[src/rtl/inst_loader_pkg.sv]
// rtl/inst_loader_pkg.sv - shared constants, mode encodings and FSM state type for the instruction loader
package inst_loader_pkg;

  localparam int          INST_SIZE  = 12;
  localparam int unsigned INST_WORDS = 2 ** INST_SIZE;

  localparam logic [2:0] MODE_STALL = 3'd0;
  localparam logic [2:0] MODE_LOAD  = 3'd1;
  localparam logic [2:0] MODE_EXEC  = 3'd2;

  typedef enum logic [2:0] {
    IDLE,
    HDR,
    BODY,
    SUM,
    DONE,
    ERR
  } loader_state_t;

endpackage

[src/rtl/inst_loader_word_assembler.sv]
// rtl/inst_loader_word_assembler.sv - little-endian byte-to-word packer with abort clear
module inst_loader_word_assembler (
  input  logic        clk,
  input  logic        rst,
  input  logic        clear,
  input  logic        byte_valid,
  input  logic [7:0]  byte_data,
  output logic        word_valid,
  output logic [31:0] word
);

  logic [1:0]  cnt_q, cnt_d;
  logic [23:0] buf_q, buf_d;

  // The word completes combinationally on the 4th byte so the consumer can register it with one cycle of latency
  always_comb begin
    cnt_d      = cnt_q;
    buf_d      = buf_q;
    word_valid = 1'b0;
    word       = {byte_data, buf_q};
    if (clear) begin
      cnt_d = 2'd0;
      buf_d = 24'd0;
    end else if (byte_valid) begin
      cnt_d = cnt_q + 2'd1;
      case (cnt_q)
        2'd0:    buf_d[7:0]   = byte_data;
        2'd1:    buf_d[15:8]  = byte_data;
        2'd2:    buf_d[23:16] = byte_data;
        default: word_valid   = 1'b1;
      endcase
    end
  end

  // Byte lane counter and partial-word storage
  always_ff @(posedge clk) begin
    if (rst) begin
      cnt_q <= 2'd0;
      buf_q <= 24'd0;
    end else begin
      cnt_q <= cnt_d;
      buf_q <= buf_d;
    end
  end

endmodule

[src/rtl/inst_loader.sv]
// rtl/inst_loader.sv - UART program image to INST_BRAM writer; optional trailer checksum via INST_LOADER_CHECKSUM_EN
module inst_loader
  import inst_loader_pkg::*;
#(
  parameter logic [7:0] ACK_OK  = 8'hAA,
  parameter logic [7:0] ACK_ERR = 8'hEE
) (
  input  logic                 clk,
  input  logic                 rst,
  input  logic [2:0]           mode,
  input  logic [7:0]           rx_data,
  input  logic                 rx_valid,
  output logic [INST_SIZE-1:0] addra,
  output logic [31:0]          dina,
  output logic                 wea,
  output logic [7:0]           tx_data,
  output logic                 tx_valid,
  input  logic                 tx_ready,
  output logic                 done,
  output logic                 err
);

  localparam logic [INST_SIZE:0] IDX_ONE = 1;

  loader_state_t        state_q, state_d;
  logic [INST_SIZE:0]   idx_q, idx_d;
  logic [INST_SIZE:0]   count_q, count_d;
  logic [INST_SIZE-1:0] addra_q, addra_d;
  logic [31:0]          dina_q, dina_d;
  logic                 wea_q, wea_d;
  logic [7:0]           tx_data_q, tx_data_d;
  logic                 tx_valid_q, tx_valid_d;
  logic                 done_q, done_d;
  logic                 err_q, err_d;
`ifdef INST_LOADER_CHECKSUM_EN
  logic [31:0]          sum_q, sum_d;
`endif

  logic                 load_mode;
  logic                 active;
  logic                 word_valid;
  logic [31:0]          word;
  logic [INST_SIZE:0]   idx_next;
  logic                 finish_ok;
  logic                 finish_err;

  assign load_mode = (mode == MODE_LOAD);
  assign active    = (state_q == HDR) || (state_q == BODY) || (state_q == SUM);
  assign idx_next  = idx_q + IDX_ONE;

  // Bytes only reach the assembler while framing; anything else holds it empty
  inst_loader_word_assembler u_asm (
    .clk        (clk),
    .rst        (rst),
    .clear      (!(active && load_mode)),
    .byte_valid (rx_valid && active && load_mode),
    .byte_data  (rx_data),
    .word_valid (word_valid),
    .word       (word)
  );

  // Next-state logic for the framing FSM, BRAM write port and acknowledge
  always_comb begin
    state_d    = state_q;
    idx_d      = idx_q;
    count_d    = count_q;
    addra_d    = addra_q;
    dina_d     = dina_q;
    wea_d      = 1'b0;
    tx_data_d  = tx_data_q;
    tx_valid_d = tx_valid_q;
    done_d     = done_q;
    err_d      = err_q;
`ifdef INST_LOADER_CHECKSUM_EN
    sum_d      = sum_q;
`endif
    finish_ok  = 1'b0;
    finish_err = 1'b0;
    case (state_q)
      IDLE: begin
        if (load_mode) begin
          state_d = HDR;
          idx_d   = '0;
          count_d = '0;
`ifdef INST_LOADER_CHECKSUM_EN
          sum_d   = 32'd0;
`endif
        end
      end
      HDR: begin
        if (!load_mode) begin
          state_d = IDLE;
        end else if (word_valid) begin
          if (word == 32'd0) begin
            finish_ok = 1'b1;
          end else if (word > INST_WORDS) begin
            finish_err = 1'b1;
          end else begin
            count_d = word[INST_SIZE:0];
            state_d = BODY;
          end
        end
      end
      BODY: begin
        if (!load_mode) begin
          state_d = IDLE;
        end else if (word_valid) begin
          wea_d   = 1'b1;
          addra_d = idx_q[INST_SIZE-1:0];
          dina_d  = word;
          idx_d   = idx_next;
`ifdef INST_LOADER_CHECKSUM_EN
          sum_d   = sum_q + word;
          if (idx_next == count_q) state_d = SUM;
`else
          if (idx_next == count_q) finish_ok = 1'b1;
`endif
        end
      end
`ifdef INST_LOADER_CHECKSUM_EN
      SUM: begin
        if (!load_mode) begin
          state_d = IDLE;
        end else if (word_valid) begin
          if (word == sum_q) finish_ok = 1'b1;
          else               finish_err = 1'b1;
        end
      end
`endif
      DONE, ERR: begin
        if (tx_valid_q && tx_ready) tx_valid_d = 1'b0;
      end
      default: state_d = IDLE;
    endcase
    // Terminal states are entered only once per reset, so the ack fires exactly once
    if (finish_ok) begin
      state_d    = DONE;
      done_d     = 1'b1;
      tx_data_d  = ACK_OK;
      tx_valid_d = 1'b1;
    end
    if (finish_err) begin
      state_d    = ERR;
      err_d      = 1'b1;
      tx_data_d  = ACK_ERR;
      tx_valid_d = 1'b1;
    end
  end

  // State and registered outputs
  always_ff @(posedge clk) begin
    if (rst) begin
      state_q    <= IDLE;
      idx_q      <= '0;
      count_q    <= '0;
      addra_q    <= '0;
      dina_q     <= 32'd0;
      wea_q      <= 1'b0;
      tx_data_q  <= 8'd0;
      tx_valid_q <= 1'b0;
      done_q     <= 1'b0;
      err_q      <= 1'b0;
`ifdef INST_LOADER_CHECKSUM_EN
      sum_q      <= 32'd0;
`endif
    end else begin
      state_q    <= state_d;
      idx_q      <= idx_d;
      count_q    <= count_d;
      addra_q    <= addra_d;
      dina_q     <= dina_d;
      wea_q      <= wea_d;
      tx_data_q  <= tx_data_d;
      tx_valid_q <= tx_valid_d;
      done_q     <= done_d;
      err_q      <= err_d;
`ifdef INST_LOADER_CHECKSUM_EN
      sum_q      <= sum_d;
`endif
    end
  end

  assign addra    = addra_q;
  assign dina     = dina_q;
  assign wea      = wea_q;
  assign tx_data  = tx_data_q;
  assign tx_valid = tx_valid_q;
  assign done     = done_q;
  assign err      = err_q;

endmodule
[config.mk]
export PLATFORM = sky130hd
export DESIGN_NAME = inst_loader
export DESIGN_NICKNAME = d
export VERILOG_FILES = /design/src/rtl/inst_loader_pkg.sv /design/src/rtl/inst_loader_word_assembler.sv /design/src/rtl/inst_loader.sv
export SDC_FILE = /design/constraint.sdc
export NUM_CORES = 1
export LEC_CHECK = 0
export CORE_MARGIN = 3
export CORE_UTILIZATION = 53
export DETAILED_ROUTE_END_ITERATION = 7
export PLACE_DENSITY_LB_ADDON = 0.12
export SETUP_SLACK_MARGIN = 0.1
export SYNTH_ARGS = -nofsm -noshare
export SYNTH_HDL_FRONTEND = slang
export SYNTH_SLANG_ARGS = --single-unit
[constraint.sdc]
create_clock -name clk -period 2.6 [get_ports clk]
set_clock_uncertainty 0.2 [all_clocks]
set_input_delay 0.52 -clock clk [delete_from_list [all_inputs] [get_ports clk]]
set_output_delay 0.52 -clock clk [all_outputs]
set_load 0.005 [all_outputs]
==> summary.txt, run 1 <==
Die
  – Rows: 33
  – Core area: 0.00826 sq mm
  – Die X-Extent: 98.5 um
  – Die Footprint: 0.00970 sq mm
  – Die Span Y: 98.5 um
  – # IOs: 71
  – Initial Util: 54.9%

STA
  – Setup TNS: 0 ns
  – Pins Over Slew Limit: 0
  – Final setup fails: 0
  – RSZ-0062 raised after global routing: true
  – Top achievable clock speed: 397 MHz
  – Min Tclk post-route: 2.52 ns
  – Fin crit share: 96.8%
  – Final hold violations: 0
  – Hold Slack: 0.234 ns

Place
  – Placed Cells: 736
  – Routability cong.: 0.894
  – DP HPWL: 8230 um
  – Port Buffers: 68

Synthesis
  – Post-synth EDFFs: 0
  – Syn avg cell area: 8.22 sq um
  – Synth warnings: 0
  – XOR/XNOR Fraction of Synth Area: 3.67%
  – Library cells used by synthesis: 46
  – Synth Area in Adders: 1.38%
  – Main combinational cell family by area after synthesis: simple AND/OR/NAND/NOR gates
  – Post-synthesis simple-gate area fraction: 24.8%
  – Synth Area in Compound Gates: 11.3%
  – Cell area after synthesis: 0.00453 sq mm
  – Register area share after synthesis: 46.4%
  – Mapped Cells: 551
  – Post-synthesis mux area share: 8.39%
  – Flops & latches, synth: 105
  – Ys flop type: dfxtp_1
  – Ys async rst share: 0%

Clock tree
  – Worst-path clk slew: 0.10 ns
  – Largest buffer count on any clock path: 2
  – CTS buffer count: 9
  – Sinks on the clock net: 105
  – Clk Latency, worst-skew pair: 0.38 ns
  – Root buffer cell: clkbuf_8
  – Hold buffer count at CTS: 0
  – CTS tree: yes
  – CTS HTree Levels: 3

Pwr
  – Clock share of power: 37.1%
  – Sw Share: 25.4%
  – PwrDens: 461 mW/mm^2
  – VDD IR max: 0.397 mV
  – Lkg Pwr: 0.00224 uW
  – Int Power: 2030 uW
  – Seq pwr share: 59.1%
  – Gate power share: 3.8%
  – Sw Pwr: 690 uW

Critical path
  – CP Launch Type: input port
  – CP Data Arrival Time: 2.64 ns
  – Critical Path RT: 2.72 ns
  – Setup crit end kind: register
  – WS Path Type: in -> reg
  – Peak fanout along the critical path: 2

Layout
  – Layout area overhead: 30.3%
  – Diode count: 0
  – Fraction of layout cells with a size suffix above 1: 13.8%
  – Fillers: 649
  – Final #Nets: 667
  – Final Non-Filler Cells: 757

Detailed routing
  – # DRC: 0
  – Routed len/inst: 15.3 um
  – DRT antenna net count: 0
  – Via density per instance: 5.44
  – Router iterations before antenna repair: 4
  – Routed WL: 11,600 um
  – DRT iter0 DRCs: 161
  – DR vias: 4,118

Global routing
  – GRT overflow: 0
  – Total GRT Usage: 24.5%
  – Met2 Use GR: 43.8%
  – Antenna violations before repair: 0
  – GRT busiest layer: met2
  – M3 GR Usage: 6.09%
  – First-pass GRT wire length: 19,400 um
  – Vias in the first global route: 4,038
  – Global routing usage on met1: 29.2%
  – Largest net degree at the start of global routing: 38

Status
  – Status: finished, final reports clean

Job
  – Max-cap viol count: 0

Worst hold path
  – HP Class: in -> reg
## synth_stat cells, types with 2 or more instances
master,number,share of area (%)
or2_2,4,0.55
and3_1,7,0.97
nand4_1,7,0.97
inv_1,4,0.33
mux2i_1,38,8.4
nor4_1,10,1.4
xnor2_1,14,2.7
nor2_1,57,4.7
a211oi_1,5,0.83
a21oi_1,61,6.7
nand2_1,127,11
nand2b_1,5,0.69
o21ai_0,12,1.3
nand3_1,10,1.1
o21a_1,2,0.33
nor3_1,10,1.1
clkbuf_1,28,2.3
and4_1,3,0.58
ha_1,5,1.4
nor3b_1,2,0.33
dfxtp_1,105,46
buf_4,7,1.2
xor2_1,5,0.97
## routing by layer
metal	routed length, um	share of wire [%]
met2	5890	51
met3	550	4.7
met4	148	1.3
met5	0	0
met1	5010	43
## cells in the final DEF (no fill, tap or decap), types with 3 or more instances in the layout
master / count
xnor2_1: 14
nor3_1: 10
and3_1: 7
nand4_1: 7
o21ai_0: 12
ha_1: 5
buf_12: 3
nand2b_1: 5
and4_1: 3
dlygate4sd2_1: 5
nor4_4: 3
inv_1: 4
nor4_2: 3
a211oi_1: 5
mux2i_1: 38
clkbuf_8: 9
nor2_1: 57
xor2_1: 5
clkdlybuf4s50_1: 62
dfxtp_1: 102
nand2_1: 127
nor4_1: 5
buf_4: 49
nand3_1: 10
or2_2: 4
a21oi_1: 61
## registers in the layout, summed over array words and instances (netlist names)
| name | flops |
|---|---|
| addra | 12 |
| count_q | 13 |
| dina | 32 |
| done | 1 |
| err | 1 |
| idx_q | 13 |
| state_q | 3 |
| tx_data | 2 |
| tx_valid | 1 |
| u_asm.buf_q | 24 |
| u_asm.cnt_q | 2 |
| wea | 1 |
## stage by stage
stage	power, uW	util, %	instance area (sq um)	worst slack (ns)
floorplan	1690	-	4540	0.172
global placement	1740	67.5	5570	-0.472
detailed placement	1750	67.5	5570	-0.548
CTS	2740	70.5	5820	0.0847
global route	2810	71.5	5900	0.0763
finish	2720	71.5	5900	0.0837
## path summary, 6_finish.rpt
path              startpoint    endpoint  slack, ns  depth (start not counted)
max               rx_data[5]  state_q[1]       0.08                          7
min                      rst  state_q[2]       0.23                          2
max reg2reg  u_asm.buf_q[20]  state_q[1]       0.14                          7
min reg2reg         addra[6]    addra[6]       0.26                          2
## power by group through the flow
stage	Combinational, uW	Sequential [uW]	Clock [uW]
5_1_grt	110	1610	1090
3_5_place_dp	100	1650	0
2_1_floorplan	44.3	1640	0
3_3_place_gp	99.0	1650	0
4_1_cts	101	1610	1030
6_report	102	1610	1010
## critical path: stages
cell	delay, ns
clkdlybuf4s50_1	0.43
or3_4	0.41
nor4b_4	0.29
buf_4	0.16
or3b_4	0.38
a2111oi_4	0.29
o21a_1	0.15
## cell families after synthesis
logic type	Yosys count
xor+xnor	19
other cells	1
buf+inv	41
compound gates	91
mux	38
fa+ha+maj	5
flops	105
simple gates	251
## area by class of cell
type	instances	area (sq um)	area share [%]
Inverter	5	18.8	0.318
Clock buffer	9	124	2.10
Clock inverter	7	70.1	1.19
Sequential cell	105	2110	35.7
Multi-Input combinational cell	406	2350	39.9
Tap cell	105	131	2.23
Timing Repair Buffer	120	1100	18.6
## what timing repair did
item / CTS / global route
pin swaps: 5 / 6
buffers inserted: 1 / 4
endpoints found under the setup margin: 8 / 6
gates resized for setup: 14 / 10
Note: power is estimated with default switching activity, not from simulation.
==> run 2, diff against run 1 <==
--- a/config.mk
+++ b/config.mk
@@ -7,6 +7,7 @@
 export LEC_CHECK = 0
 export CORE_MARGIN = 3
 export CORE_UTILIZATION = 53
+export CTS_CLUSTER_DIAMETER = 40
 export DETAILED_ROUTE_END_ITERATION = 7
 export PLACE_DENSITY_LB_ADDON = 0.12
 export SETUP_SLACK_MARGIN = 0.1
==> results of run 2 <==
Final layout, timing and power as in run 1 (identical DEF).
==> run 3, diff against run 2 <==
--- a/config.mk
+++ b/config.mk
@@ -6,10 +6,11 @@
 export NUM_CORES = 1
 export LEC_CHECK = 0
 export CORE_MARGIN = 3
-export CORE_UTILIZATION = 53
+export CORE_UTILIZATION = 40
 export CTS_CLUSTER_DIAMETER = 40
 export DETAILED_ROUTE_END_ITERATION = 7
 export PLACE_DENSITY_LB_ADDON = 0.12
+export RECOVER_POWER = 50
 export SETUP_SLACK_MARGIN = 0.1
 export SYNTH_ARGS = -nofsm -noshare
 export SYNTH_HDL_FRONTEND = slang
==> run 3 against run 2 <==
  * Cell count grew 4.9%
  * Critical path depth stayed put
  * Worst hold slack better by 0.019 ns
  * Clock-buffer cell count increased by 2
  * First-iteration DRC count fell by 0.62%
  * Routed wire length is 1.6% higher
  * Combinational power hardly changed
  * Critical path type is now reg -> reg
  * Largest cell class unchanged
  * Largest power group unchanged
  * Highest routed layer unchanged
==> summary.txt, run 3 (same netlist as run 1, synthesis figures left out) <==
Layout
  – Commonest non-fill, non-tap cell in the layout: nand2_1
  – Final Non-Filler Cells: 794
  – Final #Nets: 669
  – Layout area overhead: 35.0%
  – Diode count: 0
  – Most frequent cells in the layout: nand2_1, dfxtp_1, a21oi_1
  – Max FFs per register: 32
  – Fraction of layout cells with a size suffix above 1: 14.7%
  – Design area: 0.00612 sq mm

Worst hold path
  – HP Class: reg -> reg
  – Hold-critical path depth: 2
  – Hold Crit Start: dina[12]
  – Worst hold endpoint: dina[12]

Clock tree
  – Clk Latency, worst-skew pair: 0.34 ns
  – Root buffer cell: clkbuf_16
  – CTS tree: yes
  – Sinks on the clock net: 105
  – CTS buffer count: 9
  – Largest buffer count on any clock path: 2
  – CTS HTree Levels: 3
  – Worst-path clk slew: 0.07 ns
  – Hold buffer count at CTS: 0

Die
  – Initial Util: 41.4%
  – Die X-Extent: 112 um
  – Die Footprint: 0.0126 sq mm
  – Rows: 38
  – Die Span Y: 112 um
  – # IOs: 71
  – Core area: 0.0109 sq mm

Critical path
  – CP Data Arrival Time: 2.53 ns
  – Crit Reg-Reg Endpoint: state_q[1]
  – CP peak stage delay: 0.39 ns
  – Worst path slowest cell: or3b_4
  – CP Launch Type: register
  – CP cell instances: nor4_4, nand4_1, nor4b_4, buf_4, or3b_4, a2111oi_4, o21a_1
  – WS Path Type: reg -> reg
  – Reg2reg path depth: 7
  – Setup crit end kind: register
  – Peak fanout along the critical path: 3
  – Critical Path RT: 2.68 ns
  – R2R setup slack: 0.16 ns
  – R2R Path Start: u_asm.buf_q[13]

STA
  – RSZ-0062 raised after global routing: true
  – Final hold violations: 0
  – Fin crit share: 94.0%
  – Pins Over Slew Limit: 0
  – Top achievable clock speed: 409 MHz
  – Setup TNS: 0 ns
  – Slew @ Worst Pin: 0.660 ns
  – Min Tclk post-route: 2.44 ns
  – Final setup fails: 0
  – Rel. slew slack: 56.0%
  – Slack of the critical path: 0.156 ns

Detailed routing
  – Routed len/inst: 14.8 um
  – Routed WL: 11,800 um
  – # DRC: 0
  – DRT antenna net count: 0
  – DR vias: 4,120
  – DRT iter0 DRCs: 160
  – Via density per instance: 5.19
  – Router iterations before antenna repair: 4

Status
  – Status: finished, final reports clean

Place
  – DP HPWL: 8390 um
  – Post-placement cell area: 0.00565 sq mm
  – Placed Cells: 774
  – Port Buffers: 68
  – Setup WS pre-CTS: -0.522 ns
  – Routability cong.: 0.871

Pwr
  – PwrDens: 501 mW/mm^2
  – VDD IR max: 0.422 mV
  – Lkg Pwr: 0.00255 uW

Global routing
  – Vias in the first global route: 4,109
  – GRT overflow: 0
  – Largest net degree at the start of global routing: 36
  – First-pass GRT wire length: 19,800 um
  – Total GRT Usage: 18.9%
  – Antenna violations before repair: 0

Job
  – Max-cap viol count: 0
==> run 3: changes by cell type in the layout (fill, tap and decap cells not counted), moves of 4 or more <==
| cell | delta |
|---|---|
| dlygate4sd3_1 | +54 |
| clkbuf_8 | -9 |
| dlymetal6s2s_1 | +5 |
| buf_4 | -4 |
| clkdlybuf4s50_1 | -60 |
| clkbuf_16 | +9 |
==> run 3: final cells by class <==
class	count	area [sq um]
clock buffer	11	233
sequential	105	2110
fill	1049	4820
multi-input combinational	406	2400
tap	140	175
clock inverter	5	63.8
inverter	5	18.8
timing repair buffer	122	1120
==> run 3: worst max-delay path: cells and delay by family, from the launching register on <==
| kind | cells | cell delay [ns] |
|---|---|---|
| flip-flops | 1 | 0.34 |
| buffers and inverters | 1 | 0.16 |
| AND/OR/NAND/NOR | 4 | 1.21 |
| AO/OA/AOI/OAI | 2 | 0.49 |
==> run 3: stage by stage <==
stage / hold WS (ns) / utilization (%) / power, uW
3_3_place_gp: 0.243 / 51.7 / 1750
3_5_place_dp: 0.247 / 51.7 / 1750
5_1_grt: 0.269 / 55.9 / 3180
2_1_floorplan: 0.244 / - / 1690
6_report: 0.253 / 55.9 / 3070
4_1_cts: 0.257 / 54.9 / 3100
==> run 3: worst max-delay path by stage <==
stage / startpoint / endpoint / cells after the start
6_report: u_asm.buf_q[13] / state_q[1] / 7
5_1_grt: u_asm.buf_q[13] / state_q[1] / 7
4_1_cts: rx_data[3] / state_q[1] / 8
3_5_place_dp: rx_data[0] / state_q[1] / 8
3_3_place_gp: rx_data[0] / state_q[1] / 8
2_1_floorplan: mode[1] / state_q[1] / 6
==> run 3: routing by layer <==
layer	track usage [%]	wire [um]	part of all wire [%]
met1	23.3	5310	45
met2	33.4	5840	50
met3	3.56	409	3.5
met5	0	0	0
met4	5.77	224	1.9
==> run 3: timing repair <==
action,CTS,global route
setup endpoints to repair,16,25
hold endpoints to repair,0,0
pin swaps,6,16
setup buffers,1,2
gates cloned,0,1
gates resized for setup,14,35
==> run 3: where the power goes <==
part           leakage [uW]  internal, uW  switching, uW
combinational       0.00155          43.7           58.9
clock              0.000146           758            596
sequential         0.000848          1610           1.53
total               0.00255          2410            656
